`config.mk`:
```
export PLATFORM = sky130hd
export DESIGN_NAME = regread_port_arbiter
export DESIGN_NICKNAME = d
export VERILOG_FILES = /design/src/rtl/regread_port_arbiter.sv
export SDC_FILE = /design/constraint.sdc
export NUM_CORES = 1
export LEC_CHECK = 0
export ABC_AREA = 1
export CAP_MARGIN = 20
export CORE_ASPECT_RATIO = 0.5
export CORE_UTILIZATION = 44
export DETAILED_ROUTE_END_ITERATION = 8
export GPL_ROUTABILITY_DRIVEN = 1
export PLACE_DENSITY_LB_ADDON = 0.1
export SKIP_LAST_GASP = 1
export SLEW_MARGIN = 20
export SYNTH_ARGS = -nofsm -noshare
export SYNTH_HDL_FRONTEND = slang
export SYNTH_SLANG_ARGS = --single-unit
```
`constraint.sdc`:
```
create_clock -name clk -period 4.7 [get_ports clk]
set_input_delay 1.41 -clock clk [delete_from_list [all_inputs] [get_ports clk]]
set_output_delay 1.41 -clock clk [all_outputs]
set_load 0.05 [all_outputs]
```
`src/rtl/regread_port_arbiter.sv`:
```
// Round-robin arbiter that shares one register-file read port (8:1 mux) among
// NREQ requesters, with a bounded lock so multi-register bursts keep the port.
// The mux select is driven in the grant cycle and the mux output is registered,
// so read data returns one cycle after the grant.
module regread_port_arbiter #(
    parameter int unsigned NREQ    = 4,
    parameter int unsigned AW      = 3,
    parameter int unsigned DW      = 16,
    parameter int unsigned MAXLOCK = 8
) (
    input  logic               clk,
    input  logic               reset_n,
    input  logic [NREQ-1:0]    req,
    input  logic [NREQ-1:0]    lock,
    input  logic [NREQ*AW-1:0] raddr,
    input  logic               hold,
    output logic [NREQ-1:0]    gnt,
    output logic [AW-1:0]      mux_sel,
    input  logic [DW-1:0]      mux_out,
    output logic [DW-1:0]      rdata,
    output logic [NREQ-1:0]    rvalid
);

    localparam int unsigned IW = (NREQ > 1) ? $clog2(NREQ) : 1;
    localparam int unsigned CW = 4;

    logic [IW-1:0]   ptr_q, ptr_d;
    logic [IW-1:0]   owner_q, owner_d;
    logic            owner_vld_q, owner_vld_d;
    logic [CW-1:0]   lock_cnt_q, lock_cnt_d;
    logic [DW-1:0]   rdata_q, rdata_d;
    logic [NREQ-1:0] rvalid_q, rvalid_d;

    logic            lock_hit;
    logic            gnt_vld;
    logic [IW-1:0]   gidx;
    logic [IW-1:0]   scan_idx;
    logic [CW-1:0]   cnt_next;

    // Grant selection: locked owner first, otherwise first request from ptr.
    always_comb begin
        lock_hit = 1'b0;
        gnt_vld  = 1'b0;
        gidx     = '0;
        scan_idx = '0;
        if (reset_n && !hold) begin
            lock_hit = owner_vld_q && req[owner_q] && (32'(lock_cnt_q) < MAXLOCK);
            if (lock_hit) begin
                gnt_vld = 1'b1;
                gidx    = owner_q;
            end else begin
                for (int unsigned k = 0; k < NREQ; k++) begin
                    scan_idx = IW'((32'(ptr_q) + k) % NREQ);
                    if (!gnt_vld && req[scan_idx]) begin
                        gnt_vld = 1'b1;
                        gidx    = scan_idx;
                    end
                end
            end
        end
    end

    // One-hot grant and shared mux select (zero latency).
    always_comb begin
        gnt     = '0;
        mux_sel = '0;
        for (int unsigned i = 0; i < NREQ; i++) begin
            if (gnt_vld && (gidx == IW'(i))) begin
                gnt[i]  = 1'b1;
                mux_sel = raddr[i*AW +: AW];
            end
        end
    end

    // Next state for lock tracking, pointer and read-data capture.
    always_comb begin
        ptr_d       = ptr_q;
        owner_d     = owner_q;
        owner_vld_d = owner_vld_q;
        lock_cnt_d  = lock_cnt_q;
        rdata_d     = rdata_q;
        rvalid_d    = gnt;
        // A grant that did not come from the live lock starts a fresh count.
        cnt_next    = (lock_hit ? lock_cnt_q : CW'(0)) + CW'(1);
        if (gnt_vld) begin
            rdata_d = mux_out;
            if (lock[gidx] && (32'(cnt_next) < MAXLOCK)) begin
                owner_d     = gidx;
                owner_vld_d = 1'b1;
                lock_cnt_d  = cnt_next;
            end else begin
                owner_vld_d = 1'b0;
                lock_cnt_d  = '0;
                ptr_d       = (32'(gidx) == NREQ - 1) ? '0 : gidx + IW'(1);
            end
        end else if (!hold) begin
            // Nobody granted outside a stall: any lock has been abandoned.
            owner_vld_d = 1'b0;
            lock_cnt_d  = '0;
        end
    end

    // State and output registers.
    always_ff @(posedge clk or negedge reset_n) begin
        if (!reset_n) begin
            ptr_q       <= '0;
            owner_q     <= '0;
            owner_vld_q <= 1'b0;
            lock_cnt_q  <= '0;
            rdata_q     <= '0;
            rvalid_q    <= '0;
        end else begin
            ptr_q       <= ptr_d;
            owner_q     <= owner_d;
            owner_vld_q <= owner_vld_d;
            lock_cnt_q  <= lock_cnt_d;
            rdata_q     <= rdata_d;
            rvalid_q    <= rvalid_d;
        end
    end

    assign rdata  = rdata_q;
    assign rvalid = rvalid_q;

endmodule
```
==> metrics list, run 1 <==
* Outcome: finished clean
- Die X-Extent: between 90 and 100 µm
- Entering global routing, the biggest net connects 30 pins.
* Area share of the largest cell type after synthesis: approximately 41%
- Dividing the final minimum period by the clock period gives 99.8%.
* Worst Hold Class: register to register
* Antenna violations before repair: 0
* DRT Pass-1 Iters: 4
* CTS Hold Bufs: 0
* Remaining max-slew budget at the tightest pin: 65.6%
- Tmin final: about 4.7 ns
* Setup Skew: approximately 0.0053 ns
- Clock-pin slew on the worst setup and hold paths: 0.06 ns
* Uppermost layer routed: met4
- Data arrives at the worst endpoint at ~3.3 ns.
* Die Height: roughly 47 µm
* Syn Area/Cell: ~7.3 µm²
- For this run, the register share of the synthesized area comes to about 41%.
- Number of inserted filler cells in the final layout: 230
- Gate count of the mapped netlist: approximately 240
- The finished cells cover just over 3000 µm².
- Standby leakage power: 1.52 nW
- The clock passes through at most 2 buffers.
* RSZ-0062 raised after global routing: yes
- The die covers between 4000 and 5000 µm².
- VDD IR max: ~0.00038 V
- Max-cap violations in this run came to 0.
- Yosys warnings: 0
* Fmax: between 200 and 250 MHz
* Total Routed Length: approximately 5300 µm
- In this run the critical register-to-register path is captured at ptr_q[0]$_DFFE_PN0P_.
- Setup tns final: 0 ns
- Proportion of total power due to net switching: about 48%
* Met3 wire length: ~230 µm
- In this run the worst path has a maximum fanout of 4.
- Setup CP Type: primary input to output pin
- Setup slack closes at 0.00762 ns.
* CTS H-tree depth: 2
- The total area inside the core boundary comes to ~3600 µm².
* Gr usage total: between 20 and 25%
* Total cell area at the placement stage: 2670 µm²
* Share of post-route cells with drive strength above 1: 34.6%
- Top flip-flop cell by instance count after synthesis: dfrtp_1
- Cell types with the largest area share after synthesis: dfrtp_1, nand2_1, nand3_1
* Source-to-sink clock delay at the later pin of the worst-skew pair: 0.28 ns
* Net count of the finished layout: around 380
- Sequential cell fraction of total power: approximately 23%
- The cell area that synthesis handed to floorplanning was ~1800 µm².
* Worst setup slack after placement: -0.376 ns
- Portion of total power attributed to combinational logic: 61.9%
* Power spent charging and discharging nets: roughly 0.85 mW
- Wire length of the first global-routing pass: 7730 µm
- Weighted congestion reported at the end of routability-driven placement: 0.856
* Routed metal-1 wire length: 2230 µm
- Number of global-route vias before repair: 1727
- Data required time of the worst path: roughly 3.3 ns
- Summing internal, switching and leakage power gives between 1.5 and 2 mW.
- CTS placed an instance of clkbuf_8 at the clock tree root.
* Number of enable flip-flop cells after synthesis: 0
* Routed vias: between 1500 and 2000
- Top-level port count: 66
- Number of buffer cells added on primary ports: 65
- In this run the most critical hold path is launched from owner_vld_q$_DFFE_PN0P_.
- The multi-input combinational cells in the finished layout cover a total of 1130 µm².
- Commonest non-fill, non-tap cell in the layout: nand2_1
- Relative to the synthesized area, the layout overhead comes to 72.5%.
* Total gr overflow: 0
- Proportion of synthesized flip-flops having asynchronous set or reset: between 90% and 100%
* Net Count, Synth: 285
- The worst register-to-register path has a setup slack of 1.97 ns.
* Leading area contributor after synthesis: dfrtp_1
- Half-perimeter wire length after placement: approximately 3500 µm
* Most frequent cells in the layout: nand2_1, clkdlybuf4s50_1, buf_4
- Starting DRC count in detailed routing: 55
- Setup violations remaining at the end of the flow were counted as 0.
* Number of vias per cell after detailed routing: 4.81
- The internal power of the cells totals approximately 0.9 mW.
* Antenna Violating Nets Remaining: 0
- Power share of the clock group: about 15%
- In this run the critical register-to-register path is launched from ptr_q[0]$_DFFE_PN0P_.
- Across the whole layout, storage elements account for 726 µm².
- Starting utilization of the core area: 48.4%
- The final-report max-slew violation count is 0.
- Total met2 wirelength after detailed routing: between 2000 and 3000 µm
- STA classifies the critical path endpoint as an output pin.
- In this run, distinct cell masters in the synthesized netlist total 27.
- Hold EP: owner_vld_q$_DFFE_PN0P_
- The number of hold violations in the final report is 0.
- TritonCTS built the clock tree.
- After detailed routing, the number of remaining DRC violations is 0.
- Post-detailed-route wirelength per cell: 13.9 µm
- Register bit count reported by yosys: 29
- R2R cell count: 17
- The worst setup path is launched from a primary input.
* Number of stages on the worst hold path: 2
- For this design, the sink count on the clock tree is 29.
- Diodes inserted: 0
* Worst-Margin Slew: about 0.5 ns
- Number of rows in the core area: 15
- Total clock buffers created by CTS: 5
- For this design the ratio of total power to cell area is approximately 580 nW/µm².
state kept, by name, summed over array words and instances (netlist names):
signal and cells:
lock_cnt_q 4, owner_q 2, owner_vld_q 1, ptr_q 2, rdata 16, rvalid 4
cells in the mapped netlist, types with 2 or more instances:
cell type	n
nor2_1	4
nand4_1	5
dfrtp_1	29
buf_6	2
o21ai_4	2
buf_2	3
inv_2	2
nand3_1	20
nor2_2	4
o21ai_1	3
nand3_2	2
nand2_1	119
nand2_4	3
nand2_2	3
o21ai_0	3
inv_1	22
ha_1	5
power groups by stage:
stage	combinational, mW	sequential (mW)	clock (mW)
2_1_floorplan	0.425	0.592	0
4_1_cts	1.03	0.400	0.271
5_1_grt	1.15	0.416	0.282
6_report	1.09	0.407	0.266
3_3_place_gp	0.922	0.396	0
3_5_place_dp	0.943	0.397	0
stage by stage:
step / util (%) / std cells / hold slack (ns)
global placement: 73.8 / 369 / 0.444
global route: 83.5 / 386 / 0.502
finish: 83.5 / 386 / 0.469
CTS: 80.8 / 384 / 0.476
detailed placement: 73.8 / 369 / 0.463
floorplan: - / 241 / 0.431
per-layer routing:
metal  up-vias  track usage (%)
li1        936                -
met1       878             28.0
met2        40             47.7
met3         4             6.77
met4         0             7.62
met5         -                0
critical path, cell delays in order:
cell      delay [ns]
buf_4           0.11
nand2_1         0.07
nand2_2         0.09
nand2_2         0.06
and2_4          0.14
nand3b_1        0.11
nand2_2         0.08
nor2_4          0.17
nand2_8         0.09
inv_6           0.07
ha_4            0.13
inv_4           0.05
nor2_4          0.13
nand2_2         0.08
nand3_2         0.07
o21ai_2         0.07
o21ai_4         0.18
buf_12          0.15
cell type report:
cell class	count	share of cell area [%]
clock buffer	7	2.85
tap	51	2.11
timing repair buffer	91	29.0
sequential	29	24.0
inverter	25	3.64
multi-input combinational	182	37.4
clock inverter	1	0.993
how the worst max path moves through the flow:
stage / start / end / slack [ns] / cells past startpoint
after floorplan: req[2] / mux_sel[1] / 0.01 / 16
after global placement: req[3] / mux_sel[2] / -0.30 / 18
after detailed placement: req[3] / mux_sel[2] / -0.38 / 18
after CTS: req[3] / mux_sel[0] / 0.05 / 18
after global routing: req[3] / mux_sel[1] / -0.05 / 18
final: req[3] / mux_sel[1] / 0.008 / 18
logic make-up (layout without fill, tap and decap cells):
| group | count (synthesis) | in the layout | synth area share [%] |
|---|---|---|---|
| flops | 29 | 29 | 41.4 |
| compound gates | 11 | 11 | 4.71 |
| xor+xnor | 1 | 1 | 0.499 |
| fa+ha+maj | 5 | 5 | 3.57 |
| simple gates | 165 | 165 | 42.2 |
| buf+inv | 30 | 124 | 7.63 |
what timing repair did:
| item | 4_1_cts | 5_1_grt |
|---|---|---|
| setup buffers | 8 | 2 |
| gates resized for setup | 53 | 25 |
| endpoints found under the setup margin | 7 | 3 |
| pin swaps | 24 | 20 |
Power figures use the tool's default switching activity.
==> run 2, diff against run 1 <==
- CTS_CLUSTER_DIAMETER: not set -> 120
- CTS_CLUSTER_SIZE: not set -> 8
==> results of run 2 <==
The final DEF is identical to that of run 1; final timing and power are the same.
==> run 3, diff against run 2 <==
- clock period: 4.7 -> 5.23 ns (I/O delays scaled with it)
==> run 3 against run 2 <==
Net effect:
- sequential cell count unchanged
- highest routed layer unchanged
- first-iteration DRC count decreased by 11%
- die area stayed put
- critical path depth is 2 higher
- final cell count decreased by 0.52%
- clock skew rose by 0.0039 ns
- combinational power fell by 14%
- design area decreased by 5.1%
==> metrics list, run 3 (synthesis results as in run 1) <==
- Outcome: finished clean (unchanged).
* Number of rows in the core area: 15 (unchanged)
- Clock tree from TritonCTS: built (unchanged)
* Number of endpoints with negative hold slack in the final report: 0 (unchanged)
- WP data arrival: 3.53 ns (was 3.28 ns)
- Number of buffer cells added on primary ports: 65 (unchanged)
* Post-detailed-route wirelength per cell: 12.9 µm (was 13.9 µm)
* Share of the clock period used by the worst path after layout: between 90 and 100%
* R2R cell count: 18 (was 17)
- The wire length of the first global-routing pass came to 7510 µm (was 7730 µm).
* Pins over their slew limit: 0 (unchanged)
* Critical path endpoint category: output pin (unchanged)
- The setup clock skew after layout was 0.00912 ns (was 0.00525 ns).
* Standby leakage power: 1.50 nW (was 1.52 nW)
- Final setup violation count: 0 (unchanged)
* Half-perimeter wire length after placement: 3560 µm (was 3480 µm)
- The maximum clock insertion buffer count was 2 (unchanged).
- The power per cell area is 515 nW/µm² (was 584 nW/µm²).
* Share of post-route cells with drive strength above 1: 27.6% (was 34.6%)
* Flip-flop count of the largest register, all copies and words added: 16 (unchanged)
* VDD IR max: 0.000352 V (was 0.000380 V)
- Floorplan core area: 3620 µm² (unchanged)
* Worst-Margin Slew: 0.537 ns (was 0.514 ns)
- The count of nets left with antenna violations after detail routing was 0 (unchanged).
* Setup CP Type: primary input to output pin (unchanged)
- End-of-flow core utilization: 79.3% (was 83.5%)
- Die footprint: 4260 µm² (unchanged)
* Area taken by flip-flops and latches: 726 µm² (unchanged)
- The total wire length after detailed routing was 4970 µm (was 5350 µm).
* Largest fanout of any net on the critical path: 5 (was 4)
- The root cell of the clock tree was clkbuf_8 (unchanged).
- Minimum hold slack: 0.460 ns (was 0.469 ns)
- The weighted congestion reported at the end of routability-driven placement is 0.759 (was 0.856).
- Critical register-to-register path endpoint: rvalid[3]$_DFF_PN0_ (was ptr_q[0]$_DFFE_PN0P_)
- RSZ-0062 raised after global routing: no (was yes)
- Commonest non-fill, non-tap cell in the layout: nand2_1 (unchanged)
- Area taken by multi-input logic gates: 1020 µm² (was 1130 µm²)
* Reported max-cap violation count: 0 (unchanged)
* Worst Hold Class: register to register (unchanged)
- The y dimension of the die is 46.6 µm (unchanged).
- Syn-to-layout area delta: 63.7% (was 72.5%)
- Remaining max-slew budget at the tightest pin: 64.1% (was 65.6%)
- Top-level port count: 66 (unchanged)
- The final-layout fill cell count was 259 (was 230).
- Clock-pin slew on the worst setup and hold paths: 0.06 ns (about the same)
* Starting DRC count in detailed routing: 49 (was 55)
* Die X-Extent: 91.3 µm (unchanged)
- The critical path data required time is 3.66 ns (was 3.29 ns).
- The post-layout total power is 1.48 mW (was 1.77 mW).
- The number of antenna violations at the first check in global routing came to 0 (unchanged).
- R2R Setup Slk: 2.71 ns (was 1.97 ns)
- The overall overflow remaining after global route came to 0 (unchanged).
* Fmax: around 200 MHz
- DRT Pass-1 Iters: 4 (unchanged)
- Number of global-route vias before repair: 1741 (was 1727)
- The initial standard-cell utilization of the core was 48.4% (unchanged).
- The largest net degree at the start of global routing is 30 (unchanged).
- CTS H-tree depth: 2 (unchanged)
- The number of buffers added by the clock tree synthesis step came to 5 (unchanged).
- The termination of the worst setup path is mux_sel[0] (was mux_sel[1]).
- The via-per-instance ratio was 4.76 (was 4.81).
* Net count of the finished layout: 377 (was 378)
* Startpoint types: primary input (unchanged)
- Diodes inserted: 0 (unchanged)
* Most frequent cells in the layout: nand2_1, clkdlybuf4s50_1, dfrtp_1 (was nand2_1, clkdlybuf4s50_1, buf_4)
- CTS Hold Bufs: 0 (unchanged)
* Routed vias: 1826 (was 1858)
- Residual DRC count: 0 (unchanged)
- Gr usage total: 23.8% (was 24.8%)
- Origin of the worst setup path: req[3] (unchanged)
- The clock insertion delay at the later pin of the skew report is 0.28 ns (about the same).
* Tmin final: 5.10 ns
* Worst R2R Start: ptr_q[0]$_DFFE_PN0P_ (unchanged)
- The clock net sink count was 29 (unchanged).
run 3: cell count changes in the layout (fill, tap and decap cells not counted), sizes merged:
cell | before | now
clkinvlp | 1 | 0
bufinv | 1 | 0
buf | 37 | 32
inv | 24 | 25
clkbuf | 7 | 11
dlygate4sd2 | 2 | 0
dlymetal6s2s | 0 | 2
run 3: worst min-delay path by stage:
stage	startpoint	endpoint	slack, ns	cells after the start
6_report	lock_cnt_q[3]$_DFFE_PN0P_	lock_cnt_q[3]$_DFFE_PN0P_	0.46	2
5_1_grt	owner_vld_q$_DFFE_PN0P_	owner_vld_q$_DFFE_PN0P_	0.50	2
4_1_cts	lock_cnt_q[3]$_DFFE_PN0P_	lock_cnt_q[3]$_DFFE_PN0P_	0.47	2
3_5_place_dp	lock_cnt_q[3]$_DFFE_PN0P_	lock_cnt_q[3]$_DFFE_PN0P_	0.45	2
3_3_place_gp	lock_cnt_q[3]$_DFFE_PN0P_	lock_cnt_q[3]$_DFFE_PN0P_	0.44	2
2_1_floorplan	lock_cnt_q[3]$_DFFE_PN0P_	lock_cnt_q[3]$_DFFE_PN0P_	0.43	2
run 3: cell type report:
type	count	share of cell area, %
Inverter	25	3.36
Clock buffer	7	3.01
Multi-Input combinational cell	182	35.5
Sequential cell	29	25.3
Timing Repair Buffer	90	30.7
Tap cell	51	2.22
run 3: critical path, cell delays in order:
cell and delay (ns):
clkbuf_2 0.14, nand2_2 0.08, nand2_2 0.10, nand2_2 0.08, nand2_2 0.07, nand2_1 0.07, nand2_1 0.07, nand2_1 0.06
nand2_2 0.09, nand2_4 0.06, nand2_4 0.08, buf_12 0.11, ha_2 0.15, inv_1 0.05, nor2_4 0.14, nand3_2 0.10
nand2_2 0.08, nand2_2 0.06, a31oi_4 0.20, buf_12 0.16
run 3: per-layer routing:
metal / GRT usage [%] / vias to the layer above / part of all wire [%]
li1: - / 930 / -
met1: 27.1 / 837 / 42
met2: 43.8 / 47 / 51
met3: 7.92 / 12 / 5.7
met4: 8.25 / 0 / 1.7
met5: 0 / - / 0
run 3: repair_timing:
item | CTS | global route
resized for setup | 17 | 30
endpoints found under the setup margin | 7 | 5
pin swaps | 6 | 20
setup buffers | 2 | 3
run 3: report_power, final:
group	switching (mW)	internal [mW]
Combinational	0.572	0.360
Sequential	0.0620	0.296
Clock	0.0850	0.104
Total	0.719	0.761
run 3: through the flow:
stage / TNS (ns) / cells / instance area [µm²] / setup WS [ns]
3_5_place_dp: -1.23 / 372 / 2660 / -0.338
4_1_cts: 0 / 381 / 2790 / 0.0455
6_report: 0 / 384 / 2870 / 0.128
5_1_grt: 0 / 384 / 2870 / 0.0123
2_1_floorplan: 0 / 241 / 1780 / 0.0394
3_3_place_gp: -0.475 / 372 / 2660 / -0.162
